$ cat src/rtl/picorv32_pcpi_pkg.sv
// Shared PCPI definitions: issue FSM states and RV32M decode constants used by the
// issue unit, the coprocessors and the benches.
package picorv32_pcpi_pkg;

  typedef enum logic [1:0] {
    StIdle,
    StIssue,
    StResp
  } pcpi_state_e;

  localparam logic [6:0] OPC_OP     = 7'b0110011;
  localparam logic [6:0] F7_MULDIV  = 7'b0000001;

  localparam logic [2:0] F3_MUL     = 3'b000;
  localparam logic [2:0] F3_MULH    = 3'b001;
  localparam logic [2:0] F3_MULHSU  = 3'b010;
  localparam logic [2:0] F3_MULHU   = 3'b011;
  localparam logic [2:0] F3_DIV     = 3'b100;
  localparam logic [2:0] F3_DIVU    = 3'b101;
  localparam logic [2:0] F3_REM     = 3'b110;
  localparam logic [2:0] F3_REMU    = 3'b111;

  localparam int unsigned TMO_W = 8;

  function automatic logic is_muldiv(input logic [31:0] insn);
    return (insn[6:0] == OPC_OP) && (insn[31:25] == F7_MULDIV);
  endfunction

  // funct3[2] splits the M extension into multiply (0) and divide/remainder (1)
  function automatic logic is_divrem(input logic [31:0] insn);
    return is_muldiv(insn) && insn[14];
  endfunction

endpackage

$ cat src/rtl/picorv32_pcpi_timeout.sv
// Loadable down-counter for the no-responder timeout; load has priority over
// decrement so a pcpi_wait reload is never lost.
module picorv32_pcpi_timeout #(
  parameter int unsigned Width = 8
) (
  input  logic             clk,
  input  logic             resetn,
  input  logic             i_load,
  input  logic [Width-1:0] i_load_val,
  input  logic             i_dec,
  output logic             o_zero
);

  logic [Width-1:0] r_cnt;

  always_ff @(posedge clk or negedge resetn) begin
    if (!resetn) begin
      r_cnt <= '0;
    end else if (i_load) begin
      r_cnt <= i_load_val;
    end else if (i_dec && (r_cnt != '0)) begin
      r_cnt <= r_cnt - Width'(1);
    end
  end

  assign o_zero = (r_cnt == '0);

endmodule

$ cat src/rtl/picorv32_pcpi_issue.sv
// CPU-side PCPI initiator: takes one instruction on a valid/ready port, drives it
// to a responder, applies the no-responder timeout and returns the result or a trap.
module picorv32_pcpi_issue
  import picorv32_pcpi_pkg::*;
#(
  parameter int unsigned TIMEOUT_CYCLES = 16,
  parameter int unsigned LAT_W          = 16
) (
  input  logic             clk,
  input  logic             resetn,
  input  logic             req_valid,
  output logic             req_ready,
  input  logic [31:0]      req_insn,
  input  logic [31:0]      req_rs1,
  input  logic [31:0]      req_rs2,
  output logic             rsp_valid,
  input  logic             rsp_ready,
  output logic             rsp_wr,
  output logic [31:0]      rsp_rd,
  output logic             rsp_trap,
  output logic [LAT_W-1:0] rsp_cycles,
  output logic             pcpi_valid,
  output logic [31:0]      pcpi_insn,
  output logic [31:0]      pcpi_rs1,
  output logic [31:0]      pcpi_rs2,
  input  logic             pcpi_wr,
  input  logic [31:0]      pcpi_rd,
  input  logic             pcpi_wait,
  input  logic             pcpi_ready
);

  localparam logic [TMO_W-1:0] TmoInit = TMO_W'(TIMEOUT_CYCLES - 1);

  pcpi_state_e r_state, w_state_nxt;

  logic             w_accept, w_done, w_trap;
  logic             w_tmo_load, w_tmo_dec, w_tmo_zero;
  logic             r_pcpi_valid;
  logic [31:0]      r_insn, r_rs1, r_rs2;
  logic             r_rsp_valid, r_rsp_wr, r_rsp_trap;
  logic [31:0]      r_rsp_rd;
  logic [LAT_W-1:0] r_cycles;

  // Held low through reset so nothing is accepted before the FSM is live.
  assign req_ready = (r_state == StIdle) && resetn;

  always_ff @(posedge clk or negedge resetn) begin
    if (!resetn) begin
      r_state <= StIdle;
    end else begin
      r_state <= w_state_nxt;
    end
  end

  always_comb begin
    w_state_nxt = r_state;
    w_accept    = 1'b0;
    w_done      = 1'b0;
    w_trap      = 1'b0;
    w_tmo_load  = 1'b0;
    w_tmo_dec   = 1'b0;
    unique case (r_state)
      StIdle: begin
        if (req_valid && req_ready) begin
          w_accept    = 1'b1;
          w_tmo_load  = 1'b1;
          w_state_nxt = StIssue;
        end
      end
      StIssue: begin
        // ready outranks an expiring timeout in the same cycle
        if (pcpi_ready) begin
          w_done      = 1'b1;
          w_state_nxt = StResp;
        end else if (pcpi_wait) begin
          w_tmo_load  = 1'b1;
        end else if (w_tmo_zero) begin
          w_trap      = 1'b1;
          w_state_nxt = StResp;
        end else begin
          w_tmo_dec   = 1'b1;
        end
      end
      StResp: begin
        if (rsp_ready) begin
          w_state_nxt = StIdle;
        end
      end
      default: w_state_nxt = StIdle;
    endcase
  end

  picorv32_pcpi_timeout #(
    .Width(TMO_W)
  ) u_timeout (
    .clk       (clk),
    .resetn    (resetn),
    .i_load    (w_tmo_load),
    .i_load_val(TmoInit),
    .i_dec     (w_tmo_dec),
    .o_zero    (w_tmo_zero)
  );

  always_ff @(posedge clk or negedge resetn) begin
    if (!resetn) begin
      r_pcpi_valid <= 1'b0;
      r_insn       <= '0;
      r_rs1        <= '0;
      r_rs2        <= '0;
      r_rsp_valid  <= 1'b0;
      r_rsp_wr     <= 1'b0;
      r_rsp_rd     <= '0;
      r_rsp_trap   <= 1'b0;
      r_cycles     <= '0;
    end else begin
      if (w_accept) begin
        r_insn       <= req_insn;
        r_rs1        <= req_rs1;
        r_rs2        <= req_rs2;
        r_pcpi_valid <= 1'b1;
        r_cycles     <= '0;
      end
      if ((r_state == StIssue) && (r_cycles != '1)) begin
        r_cycles <= r_cycles + LAT_W'(1);
      end
      if (w_done) begin
        r_pcpi_valid <= 1'b0;
        r_rsp_valid  <= 1'b1;
        r_rsp_rd     <= pcpi_rd;
        r_rsp_wr     <= pcpi_wr;
        r_rsp_trap   <= 1'b0;
      end
      if (w_trap) begin
        r_pcpi_valid <= 1'b0;
        r_rsp_valid  <= 1'b1;
        r_rsp_rd     <= '0;
        r_rsp_wr     <= 1'b0;
        r_rsp_trap   <= 1'b1;
      end
      if ((r_state == StResp) && rsp_ready) begin
        r_rsp_valid <= 1'b0;
      end
    end
  end

  assign pcpi_valid = r_pcpi_valid;
  assign pcpi_insn  = r_insn;
  assign pcpi_rs1   = r_rs1;
  assign pcpi_rs2   = r_rs2;
  assign rsp_valid  = r_rsp_valid;
  assign rsp_wr     = r_rsp_wr;
  assign rsp_rd     = r_rsp_rd;
  assign rsp_trap   = r_rsp_trap;
  assign rsp_cycles = r_cycles;

endmodule
$ cat config.mk
export PLATFORM = sky130hd
export DESIGN_NAME = picorv32_pcpi_issue
export DESIGN_NICKNAME = d
export VERILOG_FILES = /design/src/rtl/picorv32_pcpi_pkg.sv /design/src/rtl/picorv32_pcpi_timeout.sv /design/src/rtl/picorv32_pcpi_issue.sv
export SDC_FILE = /design/constraint.sdc
export NUM_CORES = 1
export LEC_CHECK = 0
export CORE_MARGIN = 2
export CORE_UTILIZATION = 42
export CTS_BUF_LIST = sky130_fd_sc_hd__clkbuf_16
export DETAILED_ROUTE_END_ITERATION = 6
export PLACE_DENSITY_LB_ADDON = 0.3
export SETUP_SLACK_MARGIN = 0.4
export SLEW_MARGIN = 0
export SYNTH_ARGS = -nofsm -noshare
export SYNTH_HDL_FRONTEND = slang
export SYNTH_HIERARCHICAL = 1
export SYNTH_SLANG_ARGS = --single-unit
$ cat constraint.sdc
create_clock -name clk -period 3.55 [get_ports clk]
set_input_delay 0.71 -clock clk [delete_from_list [all_inputs] [get_ports clk]]
set_output_delay 0.71 -clock clk [all_outputs]
set_load 0.01 [all_outputs]
* After elaboration in Yosys (flattened, before gate mapping)
Cells that the tools add are included.
** Storage, ports and cells
- Bits in registers :: 158
- Word-level logic and storage cells :: 71
- Input bits :: 135
- Output and inout port bits :: 149
** Cells by class
- Multiplexer cells :: 37
- Reductions and logical operators :: 14
- Equality and inequality tests :: 7
- Add/subtract/negate cells :: 2
** Operators with widths (number)
- 32-bit 2-to-1 mux :: 2
- 16-bit 2-to-1 mux :: 2
- 1-bit 2-to-1 mux :: 24
- 16-bit by 1-bit adder with 16-bit output, second input constant :: 1
- 8-bit 2-to-1 mux :: 2
- 16-bit inequality test, second input constant :: 1
- 2-bit 2-to-1 mux :: 5
- 8-bit logical NOT :: 1
- 8-bit nonzero test :: 1
- 8-bit by 1-bit subtractor with 8-bit output, second input constant :: 1
- 2-bit one-hot mux with 3 select lines :: 1
- 2-bit nonzero test :: 3
- 3-bit nonzero test :: 2
- 1-bit logical AND :: 5
- 4-bit AND reduction :: 1
- 3-bit by 2-bit inequality test with 1-bit output, second input constant :: 1
- 3-bit inequality test, second input constant :: 1
- 2-bit by 1-bit == test with 1-bit output, second input constant :: 1
- 2-bit == test, second input constant :: 1
- 2-bit logical NOT :: 1
- 2-bit by 1-bit inequality test with 1-bit output, second input constant :: 1
- 2-bit inequality test, second input constant :: 1
- 1-bit one-hot mux with 2 select lines :: 1

* Logic depth before layout (Yosys ltp)
Gate-level depths: netlist of run 1.
- Depth in word-level cells :: 8
- Depth in mapped cells :: 9

* Cells and area by module
The synthesis of run 1 kept the hierarchy.
** Modules (own cells, without submodules)
- picorv32_pcpi_issue :: seq. area each 3753.6 sq um, area each 5881.9 sq um, instances 1, cells each 611
- picorv32_pcpi_timeout :: seq. area each 200.2 sq um, area each 528.0 sq um, instances 1, cells each 58

* Worst setup path before layout of run 1
OpenSTA, ideal clock, no wires.
- Path kind :: reg-to-reg
- From :: register u_timeout.r_cnt[0]
- To :: register u_timeout.r_cnt[7]
- Arrival time :: 2436 ps
- Cell stages (with the launch flop) :: 9
- Required time :: 3424 ps
- Path slack :: 988 ps
- Cell sequence :: dfrtp_1 inv_1 ha_1 or3b_2 nor2_1 nor4_1 or3b_1 o311a_1 a221o_1
** On the way
- Word-level cells in the longest chain between the ends :: 7
** RTL lines
- start: declaration :: line picorv32_pcpi_timeout.sv:14 : logic [Width-1:0] r_cnt;
- start signal: assignment :: line picorv32_pcpi_timeout.sv:20 : r_cnt <= i_load_val;
- start signal: assignment :: line picorv32_pcpi_timeout.sv:22 : r_cnt <= r_cnt - Width'(1);
- 8-bit logical NOT :: line picorv32_pcpi_timeout.sv:26 : assign o_zero = (r_cnt == '0);
- named net w_tmo_zero :: line picorv32_pcpi_issue.sv:37 : logic w_tmo_load, w_tmo_dec, w_tmo_zero;
- 1-bit 2-to-1 mux :: line picorv32_pcpi_issue.sv:77 : end else if (w_tmo_zero) begin
- 1-bit 2-to-1 mux :: line picorv32_pcpi_issue.sv:75 : end else if (pcpi_wait) begin
- 1-bit 2-to-1 mux :: line picorv32_pcpi_issue.sv:72 : if (pcpi_ready) begin
- 1-bit 2-to-1 mux :: line picorv32_pcpi_issue.sv:62 : unique case (r_state)
- named net w_tmo_dec :: line picorv32_pcpi_issue.sv:37
- 1-bit logical AND :: line picorv32_pcpi_timeout.sv:21 : end else if (i_dec && (r_cnt != '0)) begin
- 2-bit nonzero test (no source line)
The timed path passes the listed nets, and every way through them passes these cells. The select of a mux whose other input is x is not followed.
A chain may end at the register's enable or synchronous reset.

* Worst setup path in the final report of run 1
- From :: input resetn
- To :: output req_ready
** On the way
- Word-level cells in the longest chain between the ends :: 1
** RTL lines
- start: declaration :: line picorv32_pcpi_issue.sv:10 : input logic resetn,
- 1-bit logical AND :: line picorv32_pcpi_issue.sv:45 : assign req_ready = (r_state == StIdle) && resetn;
- end: declaration :: line picorv32_pcpi_issue.sv:12 : output logic req_ready,
No other way between the ends.

==> impl_results.md, run 1 <==
* Max Clk Rate at 367 MHz
* Largest net degree at the start of global routing at 100
* Crit share post-route at 76.7%
* Avg WL per Cell at 15.8 um
* H-Tree Depth at 4
* Register area share after synthesis at 61.7%
* RSZ-0062 raised after global routing: false
* Critical Path Fanout Max at 10
* Pwr Total at 0.00719 W
* Initial core utilization at 42.6%
* Multi-input gate area at 2300 um2
* Initial antenna violation count at 0
* Worst EP required at 2.84 ns
* Post-CTS sizing at 0
* Static Leak at 4.67 nW
* Die Span Y at 128 um
* Core Box Area at 15000 um2
* Total track usage at 22.6%
* Post-place setup slack at 0.757 ns
* Endpoints failing hold at 0
* Row cnt at 45
* Worst IR Drop VDD at 0.389 mV
* Die area at 16300 um2
* Detailed Place HPWL at 12600 um
* Layout net count at 1090
* CTS tree: built
* Combinational share of power at 37.2%
* Worst EP arrival at 2.01 ns
* Min-Delay Path Class: in -> async
* Total number of vias at 5641
* Sequential share of power at 39.6%
* Clock Tree Buf Depth at 2
* Final setup viols at 0
* Post-Route Setup TNS at 0 ns
* Ant diodes at 0
* Chip width at 128 um
* P_sw at 0.00228 W
* Cell taking the most area after synthesis: dfrtp_1
* CP Launch Type: input pin
* 1st-pass router iterations at 4
* Pwr per Cell Area at 720 nW/um2
* Max-cap viol count at 0
* Min Tclk post-route at 2.72 ns
* First-pass GRT wire length at 28800 um
* Min Hold Slack at 0.0782 ns
* Synth top area share at 61.7%
* Ys Warns at 6
* Largest cells by area after synthesis: dfrtp_1 62%, nand2_1 18%, a22o_1 4.5%, clkbuf_1 1.6%, o21ai_0 1.2%
* Relative max-transition margin at 28.5%
* CTS root buf: clkbuf_16
* Netlist Area Pre-Place at 6410 um2
* Clock latency on the worst-skew pair at 0.42 ns
* Sequential Area at 3950 um2
* Crit end category: output pin
* Reg clk slew, reported paths at 0.06 ns
* Synthesis-to-layout area growth at 55.8%
* PortBufs at 283
* Final worst-path setup slack at 0.828 ns
* Post-Route WL at 18200 um
* Status: completed
* Fraction of registers with async set/reset at 100%
* ANT nets after route at 0
* DRT iter0 DRCs at 327
* Cell variety after synth at 51
* Filler cells at 1195
* Slew @ Worst Pin at 1.07 ns
* TritonCTS buffer count at 17
* Critical path type: in -> out
* Clock Skews at 0.00675 ns
* Sw frac at 31.7%
* DR DRC count at 0
* Vias per cell at 4.90
* Clock Power Share at 23.1%
* Max Slew Vio Count at 0
* EDFF count, synth at 0
* CTS Sinks at 158
* Commonest register cell after synthesis: dfrtp_1
* Gr ovfl total at 0
* Layout cell share with drive strength beyond 1 at 5.39%
* R2R Setup Slk at 0.98 ns
* GPL Wtd Cong at 0.819
* Hold-fix buffers, CTS at 0
* Postcts setup bufs at 0
* Int Pwr at 0.00491 W
* # IOs at 284
* Flops & latches, synth at 158
* Cells after synthesis at 669
* Worst r2r path cells at 9
* Vias in the first global route at 5461
* Syn_area_per_cell at 9.58 um2
## cell usage after synthesis (all sizes together) (4+ instances only)
| library cell | count |
|---|---|
| clkbuf | 27 |
| buf | 8 |
| dfrtp | 158 |
| a21o | 6 |
| nor2 | 15 |
| nor3 | 12 |
| a21oi | 8 |
| nor3b | 4 |
| nand4 | 6 |
| a22o | 33 |
| o21ai | 20 |
| nand2 | 302 |
| nand3 | 13 |
| inv | 7 |
## worst paths after layout
check                                   startpoint                  to
worst min register to register       pcpi_insn[19]       pcpi_insn[19]
worst min-delay path                        resetn          rsp_rd[10]
min in group clk                     pcpi_insn[19]       pcpi_insn[19]
worst max register to register  u_timeout/r_cnt[0]  u_timeout/r_cnt[7]
max in group asynchronous                   resetn        pcpi_rs1[28]
worst max-delay path                        resetn           req_ready
## state kept, by name (all words and copies together) (netlist names)
signal and cells:
pcpi_insn 32, pcpi_rs1 32, pcpi_rs2 32, rsp_rd 32, rsp_cycles 16, u_timeout/r_cnt 8
r_state 2, pcpi_valid 1, rsp_trap 1, rsp_valid 1, rsp_wr 1
## routing by layer
layer	vias up	routed length, um	part of all wire [%]	global-route usage (%)
met5	-	0	0	0
met4	0	516	2.8	10.1
met3	36	1230	6.7	6.20
met2	212	8810	48	36.2
met1	2641	7640	42	28.8
li1	2752	-	-	-
## critical path, cell delays in order
cell and delay [ns]:
buf_6 0.12, nor3b_1 0.53, clkdlybuf4s50_1 0.65
## power groups by stage
| stage | clock network [W] | registers, W | logic, W |
|---|---|---|---|
| 2_1_floorplan | 0 | 0.00309 | 0.000799 |
| 3_3_place_gp | 0 | 0.00285 | 0.00265 |
| 3_5_place_dp | 0 | 0.00286 | 0.00270 |
| 4_1_cts | 0.00170 | 0.00285 | 0.00271 |
| 5_1_grt | 0.00179 | 0.00294 | 0.00290 |
| 6_report | 0.00166 | 0.00285 | 0.00268 |
## cell families after synthesis
family,share of synthesized area (%)
AOI/OAI and AO/OA,10.0
muxes,0.156
xor gates and xnor gates,0.137
adders and majority gates,0.586
other,0.117
and+or+nand+nor,24.4
buffers and inverters,2.91
DFF,61.7
## stage by stage
| stage | area [um2] | cells | util [%] |
|---|---|---|---|
| final | 9990 | 1152 | 66.4 |
| after CTS | 9990 | 1152 | 66.4 |
| after floorplan | 6430 | 675 | - |
| after detailed placement | 9460 | 1121 | 62.9 |
| after global routing | 9990 | 1152 | 66.4 |
| after global placement | 9460 | 1121 | 62.9 |
## cell usage in the layout (no fill, tap or decap), types with 4 or more instances in the layout
cell / netlist / final
nand2_1: 302 / 301
a21oi_1: 8 / 8
nand3_1: 13 / 13
clkinv_2: 0 / 5
nor3_1: 11 / 11
inv_1: 7 / 8
a22o_1: 33 / 33
clkbuf_16: 0 / 17
o21ai_0: 16 / 16
nor2_1: 14 / 14
conb_1: 2 / 8
nand4_1: 4 / 4
dfrtp_1: 158 / 158
clkdlybuf4s50_1: 0 / 282
a21o_1: 5 / 5
clkinvlp_4: 0 / 4
buf_4: 1 / 8
nor3b_1: 4 / 4
## area by class of cell
class	count	area share (%)
flip-flops and latches	158	39.6
inverters	8	0.301
repair buffers	293	29.4
multi-input cells	474	23.1
clock buffers	17	4.26
well taps	188	2.36
clock inverters	14	1.05
Power figures use the tool's default switching activity.
==> inputs of run 2 (changes only) <==
- clock period: 3.55 -> 2.6 ns (I/O delays scaled with it)
==> run 2 against run 1 <==
Effect of this change:
- critical endpoint is now u_timeout/r_cnt[7]
- critical path depth increased by 5
- core utilization rose by 1.3 points
- combinational power rose by 42%
- worst setup slack lost 0.43 ns
- via count up 2.3%
- clock-buffer cell count unchanged
- clock power up 46%
- global-route usage down 0.13 points
==> impl_results.md, run 2 (same netlist as run 1, synthesis figures left out) <==
* DRT iter0 DRCs at 381 (+17%)
* Final worst-path setup slack at 0.399 ns (-0.428 ns)
* Row cnt at 45 (unchanged)
* Post-Route Setup TNS at 0 ns (unchanged)
* Synthesis-to-layout area growth at 58.8%
* Largest net degree at the start of global routing at 159 (+59%)
* # IOs at 284 (unchanged)
* Slew @ Worst Pin at 0.859 ns (-0.213 ns)
* Final setup viols at 0 (unchanged)
* Die area at 16300 um2 (unchanged)
* Initial core utilization at 42.6% (unchanged)
* Post-Route WL at 18300 um (+0.42%)
* Vias in the first global route at 5615 (+2.8%)
* Endpoints failing hold at 0 (unchanged)
* Worst EP required at 2.90 ns (+0.06 ns)
* Placed cell areas at 9530 um2 (+0.78%)
* Detailed Place HPWL at 12700 um (+0.50%)
* Crit share post-route at 84.6%
* Avg WL per Cell at 15.7 um (-0.45%)
* R2R Setup Slk at 0.40 ns (-0.58 ns)
* TritonCTS buffer count at 17 (unchanged)
* Min-Delay Path Class: in -> async
* Die Span Y at 128 um (unchanged)
* Hold-fix buffers, CTS at 0 (unchanged)
* Gr ovfl total at 0 (unchanged)
* Clock Skews at 0.00799 ns (+0.00123 ns)
* Max-cap viol count at 0 (unchanged)
* First-pass GRT wire length at 28900 um (+0.26%)
* H-Tree Depth at 4 (unchanged)
* Max Slew Vio Count at 0 (unchanged)
* RSZ-0062 raised after global routing: true
* Initial antenna violation count at 0 (unchanged)
* Critical Path Fanout Max at 6 (-4)
* Core Box Area at 15000 um2 (unchanged)
* CP Launch Type: register
* Total track usage at 22.5% (-0.13 points)
* Clock Tree Buf Depth at 2 (unchanged)
* CTS Sinks at 158 (unchanged)
* CTS tree: built
* Worst IR Drop VDD at 0.562 mV (+44%)
* Final Util at 67.7% (+1.3 points)
* Vias per cell at 4.97 (+1.5%)
* Worst EP arrival at 2.50 ns (+0.49 ns)
* Multi-input gate area at 2370 um2 (+2.9%)
* Most common cell after layout, fill and taps aside: nand2_1
* Reg clk slew, reported paths at 0.06 ns (about the same)
* Sequential Area at 3950 um2 (unchanged)
* Max Clk Rate at 454 MHz
* GPL Wtd Cong at 0.810 (-1.0%)
* Most frequent cells in the layout: 301 x nand2_1, 281 x clkdlybuf4s50_1, 158 x dfrtp_1, 33 x a22o_1, 17 x clkbuf_16
* Relative max-transition margin at 42.7% (+14 points)
* Chip width at 128 um (unchanged)
* Crit end category: register
* Static Leak at 4.75 nW (+1.7%)
* Pwr per Cell Area at 991 nW/um2 (+38%)
* Ant diodes at 0 (unchanged)
* Critical path type: reg -> reg
* DR DRC count at 0 (unchanged)
* Post-place setup slack at 0.109 ns (-0.648 ns)
* Status: completed
* Layout cell share with drive strength beyond 1 at 7.29% (+1.9 points)
* Total number of vias at 5773 (+2.3%)
* CTS root buf: clkbuf_16
* ANT nets after route at 0 (unchanged)
* 1st-pass router iterations at 4 (unchanged)
* Min Tclk post-route at 2.20 ns
* Clock latency on the worst-skew pair at 0.42 ns (about the same)
* Filler cells at 1178 (-1.4%)
* Final instance area at 10200 um2 (+1.9%)
* PortBufs at 283 (unchanged)
* Layout net count at 1099 (+0.83%)
-- run 2: cell types whose count changed in the layout (fill, tap and decap cells not counted), sizes merged --
cell,delta
bufinv,+1
clkdlybuf4s50,-1
buf,+9
clkinv,-2
dlygate4sd2,+1
inv,+3
clkinvlp,-1
-- run 2: critical path: stages (launching register included) --
cell	delay (ns)
dfrtp_1	0.38
inv_2	0.07
ha_4	0.16
or3b_4	0.25
nor2_4	0.05
nor4_4	0.14
or3b_4	0.45
o311a_1	0.34
a221o_1	0.25
-- run 2: final timing paths --
path                               startpoint                  to  depth (start not counted)
max                        u_timeout/r_cnt[1]  u_timeout/r_cnt[7]                          8
min                                    resetn      rsp_cycles[13]                          2
max reg2reg                u_timeout/r_cnt[1]  u_timeout/r_cnt[7]                          8
min reg2reg                      pcpi_rs1[15]        pcpi_rs1[15]                          2
max in group asynchronous              resetn        pcpi_rs2[25]                          2
min in group clk                 pcpi_rs1[15]        pcpi_rs1[15]                          2
-- run 2: timing repair --
item	in CTS	in global routing
endpoints found under the setup margin	45	51
gates resized for setup	5	2
pin swaps	2	1
setup buffers	3	4
-- run 2: layout make-up --
cell class,instances,area share (%)
clock buffers,17,4.18
clock inverters,15,1.43
inverters,8,0.295
multi-input cells,474,23.3
flip-flops and latches,158,38.8
well taps,188,2.31
repair buffers,302,29.6
-- run 2: report_power, final --
part | internal [W] | switching (W) | leakage (nW) | total, W
sequential | 0.00332 | 0.000534 | 1.98 | 0.00386
combinational | 0.00219 | 0.00163 | 2.50 | 0.00381
clock | 0.00141 | 0.00101 | 0.272 | 0.00242
total | 0.00692 | 0.00317 | 4.75 | 0.0101
-- run 2: metrics by stage --
step           std cells  total power, W  hold slack (ns)
6_report            1162          0.0101            0.214
5_1_grt             1162          0.0107            0.326
4_1_cts             1158          0.0101            0.310
3_5_place_dp        1123         0.00763            0.461
3_3_place_gp        1123         0.00754            0.456
2_1_floorplan        675         0.00535            0.224
-- run 2: layer usage --
metal / track usage [%] / vias to the layer above / routed length (um) / part of all wire (%)
li1: - / 2788 / - / -
met1: 27.6 / 2730 / 7410 / 41
met2: 37.8 / 228 / 8950 / 49
met3: 6.99 / 27 / 1550 / 8.5
met4: 7.50 / 0 / 347 / 1.9
met5: 0 / - / 0 / 0
